## src/rtl/counter_pkg.sv

```systemverilog
// Shared constants and helpers for the parametrised LED counter family.
package counter_pkg;

  localparam logic DIR_UP    = 1'b0;
  localparam logic DIR_DOWN  = 1'b1;
  localparam logic MODE_WRAP = 1'b0;
  localparam logic MODE_SAT  = 1'b1;

  // Bits needed to hold 0..n-1, never less than one.
  function automatic int clog2_min1(input int n);
    int r;
    r = 1;
    while ((64'(1) << r) < 64'(n)) r++;
    return r;
  endfunction

endpackage

```

## src/rtl/clk_prescaler.sv

```systemverilog
// Divides clk by PRESCALE into a one-cycle tick; pauses (not restarts) while en is low.
module clk_prescaler
  import counter_pkg::*;
#(
  parameter int PRESCALE = 1
) (
  input  logic clk,
  input  logic rst,
  input  logic en,
  input  logic clr,
  output logic tick
);

  if (PRESCALE == 1) begin : g_bypass
    logic unused_ok;
    assign unused_ok = ^{clk, rst, clr};
    assign tick      = en;
  end else begin : g_div
    localparam int              PW   = clog2_min1(PRESCALE);
    localparam logic [PW-1:0]   PMAX = PW'(PRESCALE - 1);

    logic [PW-1:0] pre_q, pre_d;

    always_comb begin
      pre_d = pre_q;
      if (clr)      pre_d = '0;
      else if (en)  pre_d = (pre_q == PMAX) ? '0 : pre_q + PW'(1);
    end

    always_ff @(posedge clk) begin
      if (rst) pre_q <= '0;
      else     pre_q <= pre_d;
    end

    assign tick = en & (pre_q == PMAX);
  end

endmodule

```

## src/rtl/param_led_counter.sv

```systemverilog
// Up/down LED counter with prescaler, wrap/saturate mode, parallel load and terminal-count pulse.
module param_led_counter
  import counter_pkg::*;
#(
  parameter int               WIDTH     = 4,
  parameter int               PRESCALE  = 1,
  parameter logic [WIDTH-1:0] RESET_VAL = '0
) (
  input  logic             clk,
  input  logic             rst,
  input  logic             en,
  input  logic             dir,
  input  logic             sat,
  input  logic             load,
  input  logic [WIDTH-1:0] load_val,
  output logic [WIDTH-1:0] count,
  output logic             tc
);

  logic             tick;
  logic             at_term;
  logic [WIDTH-1:0] count_q, count_d;
  logic             tc_q, tc_d;

  clk_prescaler #(.PRESCALE(PRESCALE)) u_pre (
    .clk  (clk),
    .rst  (rst),
    .en   (en),
    .clr  (load),
    .tick (tick)
  );

  assign at_term = (dir == DIR_DOWN) ? (count_q == '0) : (count_q == '1);

  always_comb begin
    count_d = count_q;
    tc_d    = 1'b0;
    if (load) begin
      count_d = load_val;
    end else if (tick) begin
      if (at_term) begin
        tc_d = 1'b1;
        if (sat != MODE_SAT) count_d = (dir == DIR_DOWN) ? '1 : '0;
      end else begin
        count_d = (dir == DIR_DOWN) ? count_q - WIDTH'(1) : count_q + WIDTH'(1);
      end
    end
  end

  always_ff @(posedge clk) begin
    if (rst) begin
      count_q <= RESET_VAL;
      tc_q    <= 1'b0;
    end else begin
      count_q <= count_d;
      tc_q    <= tc_d;
    end
  end

  assign count = count_q;
  assign tc    = tc_q;

endmodule

```

## config.mk

```make
export PLATFORM = sky130hd
export DESIGN_NAME = param_led_counter
export DESIGN_NICKNAME = d
export VERILOG_FILES = /design/src/rtl/counter_pkg.sv /design/src/rtl/clk_prescaler.sv /design/src/rtl/param_led_counter.sv
export SDC_FILE = /design/constraint.sdc
export NUM_CORES = 1
export LEC_CHECK = 0
export BUFFER_PORTS_ARGS = -buffer_cell sky130_fd_sc_hd__buf_4
export CAP_MARGIN = 10
export CORE_AREA = 2 2 39 41
export CTS_CLUSTER_SIZE = 10
export DETAILED_ROUTE_END_ITERATION = 10
export DIE_AREA = 0 0 41 43
export PLACE_DENSITY = 0.61
export RECOVER_POWER = 100
export SLEW_MARGIN = 25
export SYNTH_ARGS = -nofsm -noshare
export SYNTH_HDL_FRONTEND = slang
export SYNTH_HIERARCHICAL = 1
export SYNTH_SLANG_ARGS = --single-unit
```

## constraint.sdc

```tcl
create_clock -name clk -period 1.65 [get_ports clk]
set_input_delay 0.495 -clock clk [delete_from_list [all_inputs] [get_ports clk]]
set_output_delay 0.495 -clock clk [all_outputs]
set_load 0.05 [all_outputs]
```

# --- Yosys cells after proc, flatten, opt, wreduce, memory -nomap -nowiden ---
# Cells that the tools add are included.
op_classes:
  bitwise_logic: 1
  add_sub_neg: 2
  n_reduce_logical: 4
  n_mux: 8
  n_eq_ne: 2
ops:
  columns: ["operator", "n"]
  rows:
  - ["$mux 4", 6]
  - ["$add 4x1->4 const B", 1]
  - ["$eq 4x4->1 const B", 1]
  - ["$logic_not 4->1", 1]
  - ["$sub 4x1->4 const B", 1]
  - ["$ne 3x3->1 const B", 1]
  - ["$reduce_or 3->1", 1]
  - ["$mux 1", 2]
  - ["$reduce_and 2->1", 1]
  - ["$reduce_bool 2->1", 1]
  - ["$not 1->1", 1]
totals:
  elab_cells: 19
  output_inout_bits: 5
  register_bits: 5
  input_bits: 10

# --- Depth between registers and ports, before layout ---
# Gate-level depths: netlist of the first run.
logic_depth:
  depth_word: 5
  ltp_mapped: 6
  depth_no_buf: 6

# --- By module ---
# The synthesis of the first run kept the hierarchy.
modules_own_cells:
  columns: ["module", "area_per_inst_um2", "seq_area_each_um2", "instances", "cells_each"]
  rows:
  - ["param_led_counter", 431.7, 100.1, 1, 54]
  - ["clk_prescaler", 7.5, 0.0, 1, 1]

# --- Least setup slack after synthesis of the first run ---
# Ideal clock, no wire load.
synth_timing:
  path_type: "reg-to-reg"
  start: "reg count_q[1], in the netlist count[1]"
  end: "reg count_q[3], in the netlist count[3]"
  synth_period_minus_slack_ns: 1.902
  path_buffers: 0
  required_time_ns: 1.526
  stages_incl_launch_ff: 7
  arrival_ns: 1.778
  setup_time_ns: 0.124
  setup_slack_ns: -0.252
  cell_sequence: "dfxtp_1 ha_1 a21o_1 a21oi_1 xnor2_1 nor4bb_1 nor3_1"
synth_between:
  elab_chain_cells: 5
  elab_cells_between_ends: 11
  cone_classes: "add/sub (2); eq/ne (2); mux (5); reduce/logical (2)"
synth_rtl:
  columns: ["element", "line", "source"]
  rows:
  - ["start: declaration", "param_led_counter.sv:22", "logic [WIDTH-1:0] count_q, count_d;"]
  - ["start signal: assignment", "param_led_counter.sv:55", "count_q <= count_d;"]
  - ["$add 4x1->4, or another cell as far along", "param_led_counter.sv:45", "count_d = (dir == DIR_DOWN) ? count_q - WIDTH'(1) : count_q + WIDTH'(1);"]
  - ["$mux 4 or $mux 1 (tied branches)", "param_led_counter.sv:45, param_led_counter.sv:33", null]
  - ["$mux 4", "param_led_counter.sv:41", "if (at_term) begin"]
  - ["$mux 4", "param_led_counter.sv:40", "end else if (tick) begin"]
  - ["$mux 4", "param_led_counter.sv:38", "if (load) begin"]
# Several ways; a longest one is shown, not always the timed one. The select of a mux whose other input is x is not followed.
# A chain may end at the register's enable or synchronous reset.

# --- Worst setup path in the final report of the first run ---
layout_timing:
  start: "in dir"
  end: "reg count_q[3], in the netlist count[3]"
layout_between:
  elab_chain_cells: 5
  elab_cells_between_ends: 9
  cone_classes: "eq/ne (1); mux (7); reduce/logical (1)"
layout_rtl:
  columns: ["element", "line", "source"]
  rows:
  - ["start: declaration", "param_led_counter.sv:12", "input logic dir,"]
  - ["$mux 4 (2 in series)", "param_led_counter.sv:43", "if (sat != MODE_SAT) count_d = (dir == DIR_DOWN) ? '1 : '0;"]
  - ["$mux 4", "param_led_counter.sv:41", null]
  - ["$mux 4", "param_led_counter.sv:40", null]
  - ["$mux 4", "param_led_counter.sv:38", null]
# Several ways; a longest one is shown, not always the timed one. The select of a mux whose other input is x is not followed.

==> impl_results.md, run 1 <==
* DIE HEIGHT at ~43 µm
* Routed vias at ~460
* Layout cells sized above 1 at roughly 40%
* N_diodes at 0
* CTS Hold Bufs at 0
* Final ANT Viol Nets at 0
* Worst min-delay path category: in2reg
* Synth Warn # at 6
* Overall power at about 0.50 mW
* Pre-Repair DR Iteration Count at 4
* Crit path max fanout at 4
* VDD IR max at about 270 µV
* Synth cell types at 26
* Cells after DPL at 87
* First-pass GRT wire length at about 1600 µm
* Die width at just over 40 µm
* FMAX at 644 MHz
* Clk sinks at 5
* Synth Register Bits at 5
* Worst Path Class, Setup: in2reg
* Vias/cell at roughly 5.1
* Clock Skews at approximately 4.0 ps
* Top_reg_cell synth: dfxtp_1
* Mapped Avg Cell Area at about 8.0 µm²
* Sequential share of power at between 30% and 40%
* Largest net degree at the start of global routing at 10
* Std-Cell Core Area at ~1400 µm²
* Routed WL at ~1100 µm
* Boundary Pins at 15
* Tcrit/Tclk final at a little over nine tenths
* Max transition margin at about 61%
* Area Overhead vs Synth at 39.0%
* Drt wl/cell at approximately 12 µm
* Async SR Flop Fraction at 0%
* Finished Layout Cells at 91
* CP Launch Type: input pin
* Tmin final at 1550 ps
* Nets@finish at between 80 and 90
* Dpl hpwl at 792 µm
* Syn Nets at between 60 and 70
* TritonCTS clock tree: built
* Top cell type by total area after synthesis: dfxtp_1
* Clock Latency Late Sink at approximately 250 ps
* Cells after synthesis at 55
* Syn Std Cell Area at about 440 µm²
* Gr ovfl total at 0
* GP Congestion at roughly 0.74
* TritonCTS buffer count at 3
* PD cells at between 800 and 900 nW/µm²
* Cell-internal power at 0.309 mW
* Clk buf depth at 2
* Static Leakage at roughly 0.28 nW
* Gr usage total at 14.5%
* Slew Viols, Final at 0
* Buffer type at the clock tree root: clkbuf_4
* Critical Path Sink Type: register
* Initial antenna violation count at 0
* Critical Path RT at around 1800 ps
* Count of final hold-check violations at 0
* DRT iter0 DRCs at 8
* Arrival time at the worst endpoint at 1690 ps
* Initial Util at a little under a third
* Clock Power Share at 30.1%
* Number of synthesized flops with an enable pin at 0
* Final setup viols at 0
* Die Area at roughly 1800 µm²
* Comb power frac at between 30% and 40%
* Seq/Total Area, Yosys at 22.8%
* Yosys top cell area share at 22.8%
* Row count at 14
* Port Buf Inserts at 14
* Vias in the first global route at about 380
* Clock-pin slew on the worst setup and hold paths at roughly 50 ps
* Commonest cells in the netlist: 7 x a21oi_1, 7 x inv_1, 5 x dfxtp_1, 4 x nand3_1, 4 x nor2_1
* Top cells by area, synth: dfxtp_1 23%, a21oi_1 8.0%, inv_1 6.0%, ha_1 5.7%, fa_1 4.6%
* Post-route DRC at 0
* Status: finished clean
* MaxCap Viol Count at 0
* H-Tree Depth at 1
* Sw Share at 37.8%
* Slew of the pin with the lowest slew margin at between 500 and 600 ps
* Sw Pwr at ~0.19 mW
-- state kept, by name, summed over array words and instances, names as in the netlist --
name and count:
count 4, tc 1
-- cells in the final DEF (no fill, tap or decap), drive strengths merged --
cell type	count
nand2	1
nand2b	2
dfxtp	5
o21ai	3
a21o	2
and3	1
a21oi	8
nor3b	1
buf	13
fa	1
nor4bb	1
nor2b	1
a31o	1
o31a	1
xnor2	1
inv	7
nor3	3
nor2	4
a221oi	1
xor2	1
o31ai	2
nand3	4
clkbuf	9
ha	2
-- critical path, stage by stage --
cell and delay (ps):
buf_4 120, ha_1 280, a21o_1 190, a21oi_2 150, xnor2_1 80, buf_4 140, o31ai_2 170, nor3_1 60
-- cell families after synthesis --
logic type / Yosys count / synth area share (%)
buf+inv: 9 / 9.40
simple gates: 18 / 27.1
flops: 5 / 22.8
xor+xnor: 2 / 3.99
compound gates: 18 / 26.5
fa+ha+maj: 3 / 10.3
-- power groups by stage --
stage          clock [mW]  sequential, mW  combinational, mW
6_report            0.150           0.154              0.194
4_1_cts             0.151           0.154              0.195
2_1_floorplan           0           0.190             0.0872
3_5_place_dp            0           0.156              0.193
3_3_place_gp            0           0.155              0.191
5_1_grt             0.159           0.155              0.215
-- per-layer routing --
| layer | track usage, % | up-vias | wire length, µm |
|---|---|---|---|
| met5 | 0 | - | 0 |
| met4 | 16.0 | 0 | 50 |
| met3 | 1.57 | 5 | 58 |
| met2 | 17.5 | 13 | 455 |
| met1 | 19.7 | 210 | 486 |
| li1 | - | 234 | - |
-- worst paths after layout --
kind | from | to | slack [ps] | cells after the start
worst min-delay path | rst | tc | 470 | 2
worst max-delay path | dir | count[3] | 100 | 8
worst min register to register | count[2] | count[2] | 530 | 2
worst max register to register | count[1] | count[3] | 140 | 7
-- what timing repair did --
action | in CTS | in global routing
setup endpoints to repair | 1 | 1
gates resized for setup | 1 | 2
setup buffers | 0 | 0
pin swaps | 0 | 1
-- final cells by class --
type / count / area [µm²]
Sequential cell: 5 / 104
Multi-Input combinational cell: 41 / 313
Clock buffer: 4 / 26.3
Inverter: 7 / 26.3
Timing Repair Buffer: 18 / 121
Fill cell: 148 / 773
Tap cell: 16 / 20.0
-- through the flow --
| stage | hold WS (ps) | cell area [µm²] | TNS, ps | utilization, % | setup WS, ps |
|---|---|---|---|---|---|
| after floorplan | 574 | 443 | -53.7 | - | -53.7 |
| after global placement | 525 | 583 | -345 | 42.1 | -217 |
| after detailed placement | 530 | 583 | -420 | 42.1 | -262 |
| after CTS | 472 | 616 | 0 | 44.5 | 7.41 |
| after global routing | 483 | 611 | -31.8 | 44.1 | -31.8 |
| final | 471 | 611 | 0 | 44.1 | 97.1 |
Note: power is estimated with default switching activity, not from simulation.
==> inputs of run 2 (changes only) <==
- PLACE_DENSITY: 0.61 -> 0.58
- clock period: 1.65 -> 1.83 ns (I/O delays scaled with it)
==> impl_results.md, run 2 (same netlist as run 1, synthesis figures left out) <==
* Drt wl/cell at 11.8 µm
* Cts repair resizes at 0
* Slowest stage delay, CP at 290 ps
* Row count at 14
* Vias/cell at 5.07
* Die width at 41 µm
* Tcrit/Tclk final at roughly nine tenths
* Fill cells at about 160
* Slew Viols, Final at 0
* Pre-Repair DR Iteration Count at 4
* DRT iter0 DRCs at 7
* Overall power at around 0.43 mW
* Post-Route Utilization at between 40 and 50%
* Critical Path RT at approximately 2000 ps
* Arrival time at the worst endpoint at 1790 ps
* TritonCTS clock tree: built
* Post-route DRC at 0
* Initial Util at between 30% and 40%
* Tmin final at roughly 1700 ps
* Placed Area at between 500 and 600 µm²
* Die Area at roughly 1800 µm²
* VDD IR max at around 360 µV
* Boundary Pins at 15
* Count of final hold-check violations at 0
* Max transition margin at between 60% and 70%
* RSZ-0062 raised after global routing: false
* First-pass GRT wire length at between 1500 and 2000 µm
* GP Congestion at between 0.7 and 0.8
* Status: finished clean
* TritonCTS buffer count at 3
* Clock Latency Late Sink at 250 ps
* Final setup viols at 0
* Worst Path Class, Setup: in2reg
* Static Leakage at ~0.26 nW
* Area Overhead vs Synth at 29.9%
* Clk buf depth at 2
* Gr ovfl total at 0
* Critical Path Sink Type: register
* FMAX at 604 MHz
* Largest net degree at the start of global routing at 10
* Commonest non-fill, non-tap cell in the layout: buf_4
* Max FFs per register at 4
* Port Buf Inserts at 14
* CP Launch Type: input pin
* Gr usage total at ~16%
* Nets@finish at 88
* Dpl ws at -88.9 ps
* Routed vias at 456
* Post-CTS Setup Repair Bufs at 0
* Slew of the pin with the lowest slew margin at 591 ps
* Clock-pin slew on the worst setup and hold paths at ~50 ps
* Crit-path cells: clkbuf_1 -> ha_1 -> a21o_1 -> a21oi_1 -> xnor2_1 -> nor4bb_1 -> nor3_1
* Min setup slack post-route at between 150 and 200 ps
* Routed WL at roughly 1100 µm
* Critical path's top delay family: simple AND/OR/NAND/NOR gates
* H-Tree Depth at 1
* Clock Skews at between 3 and 4 ps
* Final ANT Viol Nets at 0
* CTS Hold Bufs at 0
* PD cells at 756 nW/µm²
* Crit path buf inv count at 1
* Crit path max fanout at 3
* Critical path's slowest cell: ha_1
* Std-Cell Core Area at approximately 1400 µm²
* Dpl hpwl at 777 µm
* N_diodes at 0
* DIE HEIGHT at roughly 43 µm
* Buffer type at the clock tree root: clkbuf_4
* Layout cells sized above 1 at 28.4%
* R2r setup slk at about 270 ps
* Clk sinks at 5
* Worst min-delay path category: in2reg
* Most frequent cells in the layout: 11 x buf_4, 8 x a21oi_1, 7 x inv_1
* MaxCap Viol Count at 0
* Vias in the first global route at 432
* Final Cell Area at around 570 µm²
* Initial antenna violation count at 0
[run 2: area by class of cell]
class | count | area [µm²] | area share (%)
sequential | 5 | 101 | 17.8
multi-input combinational | 41 | 288 | 50.4
inverter | 7 | 26.3 | 4.61
tap | 16 | 20.0 | 3.51
timing repair buffer | 17 | 109 | 19.1
clock buffer | 4 | 26.3 | 4.61
[run 2: report_power, final]
part	total, mW	internal [mW]	switching [mW]	leakage (nW)
Clock	0.133	0.0827	0.0498	0.0150
Combinational	0.163	0.0680	0.0948	0.204
Sequential	0.136	0.120	0.0160	0.0417
Total	0.432	0.271	0.161	0.260
[run 2: path summary, 6_finish.rpt]
kind / start / depth (start not counted) / end
max: dir / 7 / count[3]
max reg2reg: count[1] / 6 / count[3]
min: rst / 2 / tc
min reg2reg: count[2] / 2 / count[2]
[run 2: per-layer routing]
layer | global-route usage (%) | wire, µm | part of all wire (%) | up-vias
met5 | 0 | 0 | 0 | -
met4 | 6.00 | 9 | 0.85 | 0
met3 | 9.42 | 75 | 7.1 | 2
met2 | 20.9 | 476 | 45 | 12
met1 | 20.0 | 499 | 47 | 207
li1 | - | - | - | 235
[run 2: worst register-to-register path, cell delays in order (launching register included)]
cell and delay (ps):
dfxtp_2 330, ha_1 270, a21o_1 180, a21oi_1 160, xnor2_1 150, nor4bb_1 290, nor3_1 80
[run 2: through the flow]
step           hold WS (ps)  std cells  setup TNS (ps)
3_3_place_gp            573         86           -78.3
4_1_cts                 531         90               0
2_1_floorplan           628         55               0
6_report                540         90               0
3_5_place_dp            585         86           -88.9
5_1_grt                 534         90               0
==> inputs of run 3 (changes only) <==
- ABC_AREA: unset -> 1
- PLACE_DENSITY: 0.58 -> 0.6
==> impl_results.md, run 3 <==
* Buffer type at the clock tree root: clkbuf_4
* Multi-input gate area at 310 µm²
* Pre-Repair DR Iteration Count at 3
* Synth cell types at 18
* Syn Std Cell Area at between 400 and 500 µm²
* Drt wl/cell at 9.40 µm
* Die width at between 40 and 50 µm
* MaxCap Viol Count at 0
* Routed vias at approximately 480
* Post-Route Utilization at 43.1%
* Boundary Pins at 15
* Top cell type by total area after synthesis: dfxtp_1
* Tmin final at ~1600 ps
* Worst min-delay path category: in2reg
* H-Tree Depth at 1
* Std-Cell Core Area at roughly 1400 µm²
* Tcrit/Tclk final at around 85%
* Crit path max fanout at 1
* Number of synthesized flops with an enable pin at 0
* Post-route DRC at 0
* First-pass GRT wire length at 1680 µm
* DIE HEIGHT at between 40 and 50 µm
* Initial antenna violation count at 0
* Placed Area at between 500 and 600 µm²
* Dpl hpwl at around 850 µm
* Mapped Avg Cell Area at 6.32 µm²
* Top_reg_cell synth: dfxtp_1
* TritonCTS buffer count at 3
* Crit path buf inv count at 1
* N_diodes at 0
* DRT iter0 DRCs at 6
* Flip-flop and latch area at around 100 µm²
* Port Buf Inserts at 14
* Synth Warn # at 6
* Worst Path Class, Setup: reg2out
* Clock-pin slew on the worst setup and hold paths at approximately 40 ps
* GP Congestion at ~0.76
* FMAX at about 640 MHz
* Syn Nets at 86
* Max FFs per register at 4
* Commonest cells in the netlist: 19 x nand2_1, 9 x nor2_1, 8 x inv_1, 6 x a21oi_1
* Final Cell Area at about 600 µm²
* Area Overhead vs Synth at 29.3%
* Slew Viols, Final at 0
* Layout cells sized above 1 at 33.0%
* Die Area at about 1800 µm²
* Vias in the first global route at between 400 and 500
* Nets@finish at approximately 110
* Final ANT Viol Nets at 0
* RSZ-0062 raised after global routing: false
* Clock Latency Late Sink at around 240 ps
* Routed WL at between 1000 and 1500 µm
* Gr ovfl total at 0
* Critical Path RT at 1280 ps
* Cells after synthesis at between 70 and 80
* Sum Neg Setup Slack at 0 ps
* Commonest non-fill, non-tap cell in the layout: nand2_1
* Critical path's slowest cell: clkbuf_1
* Slew of the pin with the lowest slew margin at about 600 ps
* Top cells by area, synth: dfxtp_1 22%, nand2_1 15%, nor2_1 7.3%, nand2_4 7.3%, a21oi_1 6.5%
* Critical Path Sink Type: output pin
* Async SR Flop Fraction at 0%
* Static Leakage at about 0.32 nW
* Final setup viols at 0
* Seq/Total Area, Yosys at a little over a fifth
* Vias/cell at between 4 and 5
* Status: finished clean
* Count of final hold-check violations at 0
* Clk sinks at 5
* Critical path's top delay family: buffers and inverters
* VDD IR max at 476 µV
* Initial Util at around 33%
* Crit-path cells: clkbuf_1
* Most frequent cell after synthesis: nand2_1
* WHS at around 560 ps
* Slowest stage delay, CP at about 470 ps
* Arrival time at the worst endpoint at 1000 ps
* Cts repair resizes at 0
* Synth Register Bits at 5
* Yosys top cell area share at approximately 22%
* CTS Hold Bufs at 0
* Clk buf depth at 2
* CP Launch Type: register
* Post-CTS Setup Repair Bufs at 0
* Fill cells at between 150 and 200
* Largest net degree at the start of global routing at 8
* Max transition margin at about three fifths
* Most frequent cells in the layout: 20 x nand2_1, 10 x buf_4, 9 x nor2_1
* TritonCTS clock tree: built
* Clock Skews at around 1.6 ps
* Gr usage total at 13.7%
* PD cells at between 700 and 800 nW/µm²
* Row count at 14
## run 3: changes by cell type after synthesis, moves of 2 or more
cell | previous run | this run
inv_2 | 0 | 2
nand2_1 | 1 | 19
nand2_2 | 0 | 2
nand2_4 | 0 | 3
nand2b_1 | 2 | 0
nor2_1 | 4 | 9
nor2_2 | 0 | 3
nor3_1 | 2 | 0
o21ai_0 | 3 | 1
o31ai_1 | 2 | 0
or2_2 | 0 | 3
## run 3: metrics by stage
stage	setup slack, ps	cells	total power, mW
detailed placement	70.7	103	0.320
finish	278	107	0.435
CTS	314	107	0.448
floorplan	66.6	73	0.265
global placement	76.1	103	0.318
global route	236	107	0.471
## run 3: cell families after synthesis
| logic type | Yosys count | share of synthesized area [%] |
|---|---|---|
| compound gates | 7 | 7.59 |
| xor+xnor | 1 | 1.90 |
| fa+ha+maj | 3 | 9.76 |
| buf+inv | 12 | 10.6 |
| flops | 5 | 21.7 |
| simple gates | 45 | 48.5 |
## run 3: area by class of cell
cell class,count,share of cell area [%]
well taps,16,3.35
clock buffers,4,4.40
repair buffers,15,16.6
multi-input cells,56,52.0
flip-flops and latches,5,16.8
inverters,11,6.92
## run 3: final timing paths
kind,endpoint,from,slack [ps],cells after the start
worst max-delay path,tc,tc,280,1
worst min-delay path,count[3],rst,560,4
worst max register to register,count[1],count[1],350,7
worst min register to register,count[2],count[2],600,4
## run 3: routing by layer
| layer | global-route usage, % | part of all wire, % | up-vias | routed length [µm] |
|---|---|---|---|---|
| met5 | 0 | 0 | - | 0 |
| met4 | 2.00 | 0 | 0 | 0 |
| met3 | 6.28 | 6.5 | 0 | 65 |
| met2 | 22.8 | 50 | 13 | 506 |
| met1 | 15.5 | 43 | 205 | 434 |
| li1 | - | - | 260 | - |
## run 3: report_power, final
part / internal [mW] / switching (mW)
sequential: 0.120 / 0.0115
clock: 0.0823 / 0.0427
combinational: 0.0662 / 0.113
